**src/rtl/ps2_key_receiver.sv**
```systemverilog
// PS/2 device-to-host frame receiver with E0/F0 prefix decoding and a small
// key event FIFO feeding the memory-mapped key register.
module ps2_key_receiver #(
    parameter int FIFO_DEPTH     = 4,
    parameter int TIMEOUT_CYCLES = 5000,
    parameter int CNT_W          = 13
) (
    input  logic                          clk,
    input  logic                          reset,
    input  logic                          ps2_clk,
    input  logic                          ps2_data,
    input  logic                          key_ack,
    input  logic                          err_clr,
    output logic [7:0]                    key_reg,
    output logic                          key_ext,
    output logic                          key_release,
    output logic                          key_valid,
    output logic [$clog2(FIFO_DEPTH):0]   fifo_count,
    output logic                          overflow,
    output logic [7:0]                    err_count
);
    localparam int PW = $clog2(FIFO_DEPTH);
    localparam int CW = PW + 1;

    typedef enum logic [1:0] {IDLE, DATA, PARITY, STOP} state_t;

    logic [1:0]       clk_sync, dat_sync;
    logic             clk_prev, fe, bit_in;
    state_t           state, state_n;
    logic [2:0]       bitcnt, bitcnt_n;
    logic [7:0]       shreg, shreg_n, code_q;
    logic             par_ok, par_n;
    logic [CNT_W-1:0] tcnt, tcnt_n;
    logic             commit_n, commit_q, err_inc;

    logic [9:0]       mem [FIFO_DEPTH];
    logic [PW-1:0]    rd_ptr, wr_ptr;
    logic [CW-1:0]    count;
    logic             ext_pend, rel_pend;
    logic             is_prefix, push_req, full, empty, pop, do_push, drop;

    always_ff @(posedge clk or posedge reset) begin
        if (reset) begin
            clk_sync <= '1;
            dat_sync <= '1;
            clk_prev <= 1'b1;
        end else begin
            clk_sync <= {clk_sync[0], ps2_clk};
            dat_sync <= {dat_sync[0], ps2_data};
            clk_prev <= clk_sync[1];
        end
    end

    assign fe     = clk_prev & ~clk_sync[1];
    assign bit_in = dat_sync[1];

    always_ff @(posedge clk or posedge reset) begin
        if (reset) begin
            state    <= IDLE;
            bitcnt   <= '0;
            shreg    <= '0;
            par_ok   <= 1'b0;
            tcnt     <= '0;
            commit_q <= 1'b0;
            code_q   <= '0;
        end else begin
            state    <= state_n;
            bitcnt   <= bitcnt_n;
            shreg    <= shreg_n;
            par_ok   <= par_n;
            tcnt     <= tcnt_n;
            commit_q <= commit_n;
            if (commit_n)
                code_q <= shreg;
        end
    end

    always_comb begin
        state_n  = state;
        bitcnt_n = bitcnt;
        shreg_n  = shreg;
        par_n    = par_ok;
        tcnt_n   = tcnt + CNT_W'(1);
        commit_n = 1'b0;
        err_inc  = 1'b0;
        if (state == IDLE)
            tcnt_n = '0;
        if (fe) begin
            tcnt_n = '0;
            case (state)
                IDLE: begin
                    if (!bit_in) begin
                        state_n  = DATA;
                        bitcnt_n = '0;
                    end else begin
                        err_inc = 1'b1;
                    end
                end
                DATA: begin
                    shreg_n  = {bit_in, shreg[7:1]};
                    bitcnt_n = bitcnt + 3'd1;
                    if (bitcnt == 3'd7)
                        state_n = PARITY;
                end
                PARITY: begin
                    par_n   = ^{shreg, bit_in};
                    state_n = STOP;
                end
                STOP: begin
                    state_n = IDLE;
                    if (bit_in && par_ok)
                        commit_n = 1'b1;
                    else
                        err_inc = 1'b1;
                end
                default: state_n = IDLE;
            endcase
        end else if (state != IDLE && tcnt == CNT_W'(TIMEOUT_CYCLES - 1)) begin
            state_n = IDLE;
            tcnt_n  = '0;
            err_inc = 1'b1;
        end
    end

    assign is_prefix = (code_q == 8'hE0) || (code_q == 8'hF0);
    assign push_req  = commit_q & ~is_prefix;
    assign full      = (count == CW'(FIFO_DEPTH));
    assign empty     = (count == '0);
    assign pop       = key_ack & ~empty;
    // A pop in the same cycle frees the slot, so a full FIFO still accepts.
    assign do_push   = push_req & (~full | pop);
    assign drop      = push_req & full & ~pop;

    always_ff @(posedge clk or posedge reset) begin
        if (reset) begin
            for (int unsigned i = 0; i < FIFO_DEPTH; i++)
                mem[i] <= '0;
            rd_ptr    <= '0;
            wr_ptr    <= '0;
            count     <= '0;
            ext_pend  <= 1'b0;
            rel_pend  <= 1'b0;
            overflow  <= 1'b0;
            err_count <= '0;
        end else begin
            if (do_push) begin
                mem[wr_ptr] <= {ext_pend, rel_pend, code_q};
                wr_ptr      <= wr_ptr + PW'(1);
            end
            if (pop)
                rd_ptr <= rd_ptr + PW'(1);
            case ({do_push, pop})
                2'b10:   count <= count + CW'(1);
                2'b01:   count <= count - CW'(1);
                default: count <= count;
            endcase
            if (commit_q) begin
                if (code_q == 8'hE0) begin
                    ext_pend <= 1'b1;
                end else if (code_q == 8'hF0) begin
                    rel_pend <= 1'b1;
                end else begin
                    ext_pend <= 1'b0;
                    rel_pend <= 1'b0;
                end
            end
            if (err_clr)
                overflow <= 1'b0;
            else if (drop)
                overflow <= 1'b1;
            if (err_clr)
                err_count <= '0;
            else if (err_inc && err_count != 8'hFF)
                err_count <= err_count + 8'd1;
        end
    end

    assign {key_ext, key_release, key_reg} = empty ? 10'd0 : mem[rd_ptr];
    assign key_valid  = ~empty;
    assign fifo_count = count;

endmodule
```
**config.mk**
```make
export PLATFORM = sky130hd
export DESIGN_NAME = ps2_key_receiver
export DESIGN_NICKNAME = d
export VERILOG_FILES = /design/src/rtl/ps2_key_receiver.sv
export SDC_FILE = /design/constraint.sdc
export NUM_CORES = 1
export LEC_CHECK = 0
export ABC_AREA = 1
export CORE_AREA = 2 2 82 162
export DETAILED_ROUTE_END_ITERATION = 16
export DIE_AREA = 0 0 84 164
export GPL_TIMING_DRIVEN = 0
export PLACE_DENSITY = 0.6
export SYNTH_ARGS = -nofsm -noshare
export SYNTH_HDL_FRONTEND = slang
export SYNTH_SLANG_ARGS = --single-unit
```
**constraint.sdc**
```tcl
create_clock -name clk -period 3.3 [get_ports clk]
set_input_delay 0.495 -clock clk [delete_from_list [all_inputs] [get_ports clk]]
set_output_delay 0.495 -clock clk [all_outputs]
set_load 0.03 [all_outputs]
```
=== Word level (Yosys, flattened, before mapping) ===
Index checks and enable logic that the tools add are counted.
Widths: inputs -> output; s select.

* Bits in registers: 99
* Output and inout bits: 23

* Order comparisons: 3
* Equal/unequal tests: 15
* Bitwise gates (word level): 15
* Muxes and demuxes: 33
* Add/subtract/negate cells: 7
* Reduce and logical (&&, ||, !) cells: 20

{| class="wikitable"
|+ Operators by type and width
! kind !! count
|-
| $bwmux 40 || 1
|-
| $mux 10 || 4
|-
| $mux 13 || 3
|-
| $bmux 10 s2 || 1
|-
| $demux 10 s2 || 1
|-
| $eq 8x8->1 const B || 2
|-
| $mux 8 || 2
|-
| $add 13x1->13 const B || 1
|-
| $eq 13x13->1 const B || 1
|-
| $mux 1 || 12
|-
| $pmux 3 s2 || 2
|-
| $reduce_bool 2->1 || 6
|-
| $reduce_xor 9->1 || 1
|-
| $add 8x1->8 const B || 1
|-
| $mux 2 || 4
|-
| $ne 8x8->1 const B || 1
|-
| $pmux 2 s4 || 1
|-
| $reduce_and 2->1 || 4
|-
| $add 3x1->3 const B || 2
|-
| $and 1x1->1 || 6
|-
| $eq 2x2->1 const B || 3
|-
| $eq 3x3->1 const B || 2
|-
| $ge 3x3->1 const B || 2
|-
| $ne 3x3->1 const B || 2
|-
| 15 further kinds || 28
|}

=== Depth between registers and ports, before layout ===
* Depth in word-level cells: 8
* Depth in mapped cells: 12
* Depth with buffers taken out: 11

=== Worst setup path after synthesis ===
Ideal clock, no wire load.

* Kind: register to register
* Start: reg count[0], in the netlist fifo_count[0]
* End: reg count[2], in the netlist fifo_count[2]
* Cell stages (with the launch flop): 11
* Buffers on the path: 0
* Clock period less this slack: 2.294 ns
* Arrival time: 2.164 ns
* Required time: 3.169 ns
* Path slack: 1.006 ns
* Cell sequence: dfrtp_1 nor2_1 nand2_1 inv_1 nor2_1 ha_1 inv_1 fa_1 a21oi_1 o21ai_0 xor2_1

* Cells in the longest elaborated chain, start to end: 7

{| class="wikitable"
|+ Ends and longest elaborated chain
! element !! RTL line !! text
|-
| start, declared || 38 || <nowiki>logic [CW-1:0] count;</nowiki>
|-
| start signal, assigned || 153 || <nowiki>2'b10: count <= count + CW'(1);</nowiki>
|-
| start signal, assigned || 154 || <nowiki>2'b01: count <= count - CW'(1);</nowiki>
|-
| start signal, assigned || 155 || <nowiki>default: count <= count;</nowiki>
|-
| $logic_not 3->1 (*) || 128 || <nowiki>assign empty = (count == '0);</nowiki>
|-
| $not 1->1 (*) || n/a ||
|-
| named net key_valid || 17 || <nowiki>output logic key_valid,</nowiki>
|-
| $and 1x1->1 (*) || 129 || <nowiki>assign pop = key_ack & ~empty;</nowiki>
|-
| named net pop || 40 || <nowiki>logic is_prefix, push_req, full, empty, pop, do_push, drop;</nowiki>
|-
| $or 1x1->1 || 131 || <nowiki>assign do_push = push_req & (~full | pop);</nowiki>
|-
| $and 1x1->1 || 131 ||
|-
| $eq 2x1->1 or $eq 2x2->1 (tied branches) || 152 || <nowiki>case ({do_push, pop})</nowiki>
|-
| $pmux 3 s2 or $reduce_bool 2->1 (tied branches) || n/a ||
|}

Mark *: on every way through the listed nets, which the timed path passes. The rest lies on a longest branch.
A chain may end at the register's enable or synchronous reset.

=== Final worst setup path ===
* Start: reg rd_ptr[0]
* End: out key_reg[6]

* Cells in the longest elaborated chain, start to end: 5

{| class="wikitable"
|+ Ends and longest elaborated chain
! element !! RTL line !! text
|-
| start, declared || 37 || <nowiki>logic [PW-1:0] rd_ptr, wr_ptr;</nowiki>
|-
| start signal, assigned || 151 || <nowiki>rd_ptr <= rd_ptr + PW'(1);</nowiki>
|-
| $not 2->3 (not written as such) || 178 || <nowiki>assign {key_ext, key_release, key_reg} = empty ? 10'd0 : mem[rd_ptr];</nowiki>
|-
| $bmux 10 s2 || 178 ||
|-
| $mux 10 (not written as such) (2 in series) || 178 ||
|-
| $mux 10 || 178 ||
|-
| end, declared || 14 || <nowiki>output logic [7:0] key_reg,</nowiki>
|}

Every way passes these cells. The select of a mux whose other input is x is not followed.

==> impl_metrics.env <==
export IMPL_arrival_ps=2250
export IMPL_grt_busiest_layer="met2"
export IMPL_synthSimpleGateAreaFrac=0.2512
export IMPL_ys_types=36
export IMPL_grt_pass1_vias=4024
export IMPL_fin_nets=640
export IMPL_use_met2=0.3207
export IMPL_vias=3820
export IMPL_synthMuxAreaShare=0
export IMPL_synth_common_cells="138 x nand2_1, 94 x dfrtp_1, 80 x o21ai_0"
export IMPL_setup_viol=0
export IMPL_grt_ovfl_total=0
export IMPL_dp_hpwl_um=7688
export IMPL_synth_async_reset_ratio=1.000
export IMPL_post_route_min_period_ps=2746
export IMPL_use_met3=0.02663
export IMPL_root_buffer="clkbuf_16"
export IMPL_cap_viol_max_count=0
export IMPL_drt_iter0_drc=166
export IMPL_die_area_mm2=0.01378
export IMPL_fp_dieH_um=164
export IMPL_syn_nets=601
export IMPL_initial_core_util=0.3880
export IMPL_clockBufferDepth=2
export IMPL_cts_max_level=3
export IMPL_syn_cell_area_mm2=0.004871
export IMPL_drive_above_1_share=0.1106
export IMPL_hold_class="reg -> reg"
export IMPL_clk_latency_ps=340
export IMPL_drc_errors=0
export IMPL_area_growth_pct=15.90
export IMPL_synth_edff_count=0
export IMPL_grt_pass1_wl_um=18180
export IMPL_die_w_um=84
export IMPL_synth_top_area_cell="dfrtp_1"
export IMPL_ant_nets=0
export IMPL_cp_end_kind="output pin"
export IMPL_power_per_cell_area_mw_per_mm2=624.2
export IMPL_routedWlPerCell_um=13.34
export IMPL_avgSynthCellArea_um2=8.398
export IMPL_ys_ff_latch=99
export IMPL_clk_pin_slew_ps=70
export IMPL_synth_xor_area_frac=0.02158
export IMPL_dr_pass1_iters=5
export IMPL_tightest_slew_ps=550.7
export IMPL_status="completed"
export IMPL_final_cells=774
export IMPL_grt_max_degree=66
export IMPL_synth_top_family_by_area="simple AND/OR/NAND/NOR gates"
export IMPL_synthFlopType="dfrtp_1"
export IMPL_finalMaxSlewViolations=0
export IMPL_core_mm2=0.01255
export IMPL_ys_warnings_count=0
export IMPL_cts_buffers=9
export IMPL_io_pins=29
export IMPL_portBuffers=27
export IMPL_yosys_area_share_adder=0.04007
export IMPL_dp_cells=758
export IMPL_finalCritPeriodShare=0.8320
export IMPL_finClkSkew_ps=6.535
export IMPL_ctsHoldBuffers=0
export IMPL_synth_compound_area_frac=0.1089
export IMPL_totalWireLength_um=10320
export IMPL_row_count=58
export IMPL_cts_sinks=99
export IMPL_gp_congestion=0.7937
export IMPL_maxSlewHeadroom=0.6329
export IMPL_via_per_inst=4.935
export IMPL_start_kind="flop"
export IMPL_crit_type="reg -> out"
export IMPL_fmax_ghz=0.3642
export IMPL_rsz0062_at_grt="false"
export IMPL_dpl_cell_area_mm2=0.005359
export IMPL_syn_inst=580
export IMPL_postCtsSetupBuffers=0
export IMPL_ys_top_cells_by_area="dfrtp_1 48%, nand2_1 11%, o21ai_0 8.2%, nor2_1 5.5%, inv_1 3.9%"
export IMPL_finalHoldViolCount=0
export IMPL_use_met1=0.1685
export IMPL_cp_required_ps=2800
export IMPL_post_cts_resized=0
export IMPL_cts_tree="done"
export IMPL_grt_total_usage=0.1633
export IMPL_antenna_found_initial=0
export IMPL_yosysMostFrequentCell="nand2_1"
export IMPL_cp_max_fo=10
export IMPL_irDropWorstVdd_v=0.0004095
export IMPL_ys_seq_area_frac=0.5099
export IMPL_synth_top_cell_area_share=0.4829
export IMPL_stdcell_area_mm2=0.005645
export IMPL_p_leak_nw=2.552
export IMPL_antenna_cells=0
[final timing paths]
check                      depth (start not counted)       endpoint        start  slack (ps)
max                                                5     key_reg[6]    rd_ptr[0]         550
min in group asynchronous                          2        mem[21]        reset         530
min                                                0    clk_sync[1]  clk_sync[0]         360
max reg2reg                                       11  fifo_count[2]    code_q[3]        1030
min reg2reg                                        0    clk_sync[1]  clk_sync[0]         360
max in group asynchronous                          3    dat_sync[0]        reset        2060
[power by group]
part	total [mW]	switching [mW]	internal, mW
registers	1.37	0.0793	1.29
logic	1.15	0.740	0.413
clock network	1.00	0.480	0.523
total	3.52	1.30	2.23
[cells in the final DEF (no fill, tap or decap), types with 2 or more instances in the layout]
cell type,n
nor3_1,6
clkdlybuf4s50_1,27
nand3_1,21
o21ai_0,80
nor3_2,3
clkbuf_1,5
xor2_1,9
dfstp_2,5
a21oi_1,19
clkinvlp_4,2
buf_2,10
nand2_4,3
nand3_2,2
nor2_4,2
nand2_1,138
nor2_1,71
dfrtp_1,94
buf_4,5
nor3b_2,2
xnor2_1,3
inv_1,50
inv_6,2
ha_1,14
clkinv_4,3
inv_2,3
nand4_1,7
clkbuf_16,9
nor2_2,6
nor3b_1,2
nand2_2,5
o21ai_1,4
[cells by family after synthesis]
| family | after synthesis |
|---|---|
| compound gates | 105 |
| fa+ha+maj | 15 |
| buf+inv | 77 |
| flops | 99 |
| simple gates | 272 |
| xor+xnor | 12 |
[through the flow]
| step | util | hold slack (ps) | worst slack, ps | setup TNS (ps) | power, mW |
|---|---|---|---|---|---|
| 2_1_floorplan | - | 345.2 | 222.8 | 0 | 2.143 |
| 3_3_place_gp | 0.4245 | 346.4 | -1310 | -124140 | 2.528 |
| 3_5_place_dp | 0.4268 | 347.0 | 870.9 | 0 | 2.557 |
| 4_1_cts | 0.4497 | 357.5 | 520.0 | 0 | 3.578 |
| 5_1_grt | 0.4497 | 358.6 | 319.9 | 0 | 3.754 |
| 6_report | 0.4497 | 356.6 | 554.3 | 0 | 3.524 |
[sequential cells by signal (all words and copies together) (netlist names)]
register / flops
bitcnt: 3
fifo_count: 3
clk_sync: 2
overflow: 1
rd_ptr: 2
mem: 40
shreg: 8
err_count: 8
rel_pend: 1
ext_pend: 1
state: 2
code_q: 8
clk_prev: 1
commit_q: 1
par_ok: 1
dat_sync: 2
tcnt: 13
wr_ptr: 2
[layout make-up]
type	count	area, um2
clock buffers	9	225.2
flip-flops and latches	99	2484
fillers	1223	6909
multi-input cells	404	2054
repair buffers	28	297.8
inverters	56	217.7
well taps	150	187.7
plain buffers	21	117.6
clock inverters	7	61.31
[critical path, cell delays in order, from the launching register on]
cell             delay (ps)
dfrtp_1                 440
inv_1                    90
clkbuf_1                370
o21ai_0                 140
a21oi_1                 180
clkdlybuf4s50_1         690
[layer usage]
metal | vias to the layer above | part of all wire
li1 | 1929 | -
met1 | 1823 | 0.39
met2 | 49 | 0.56
met3 | 19 | 0.019
met4 | 0 | 0.024
met5 | - | 0
No activity file was read; power rests on OpenSTA's default activity.
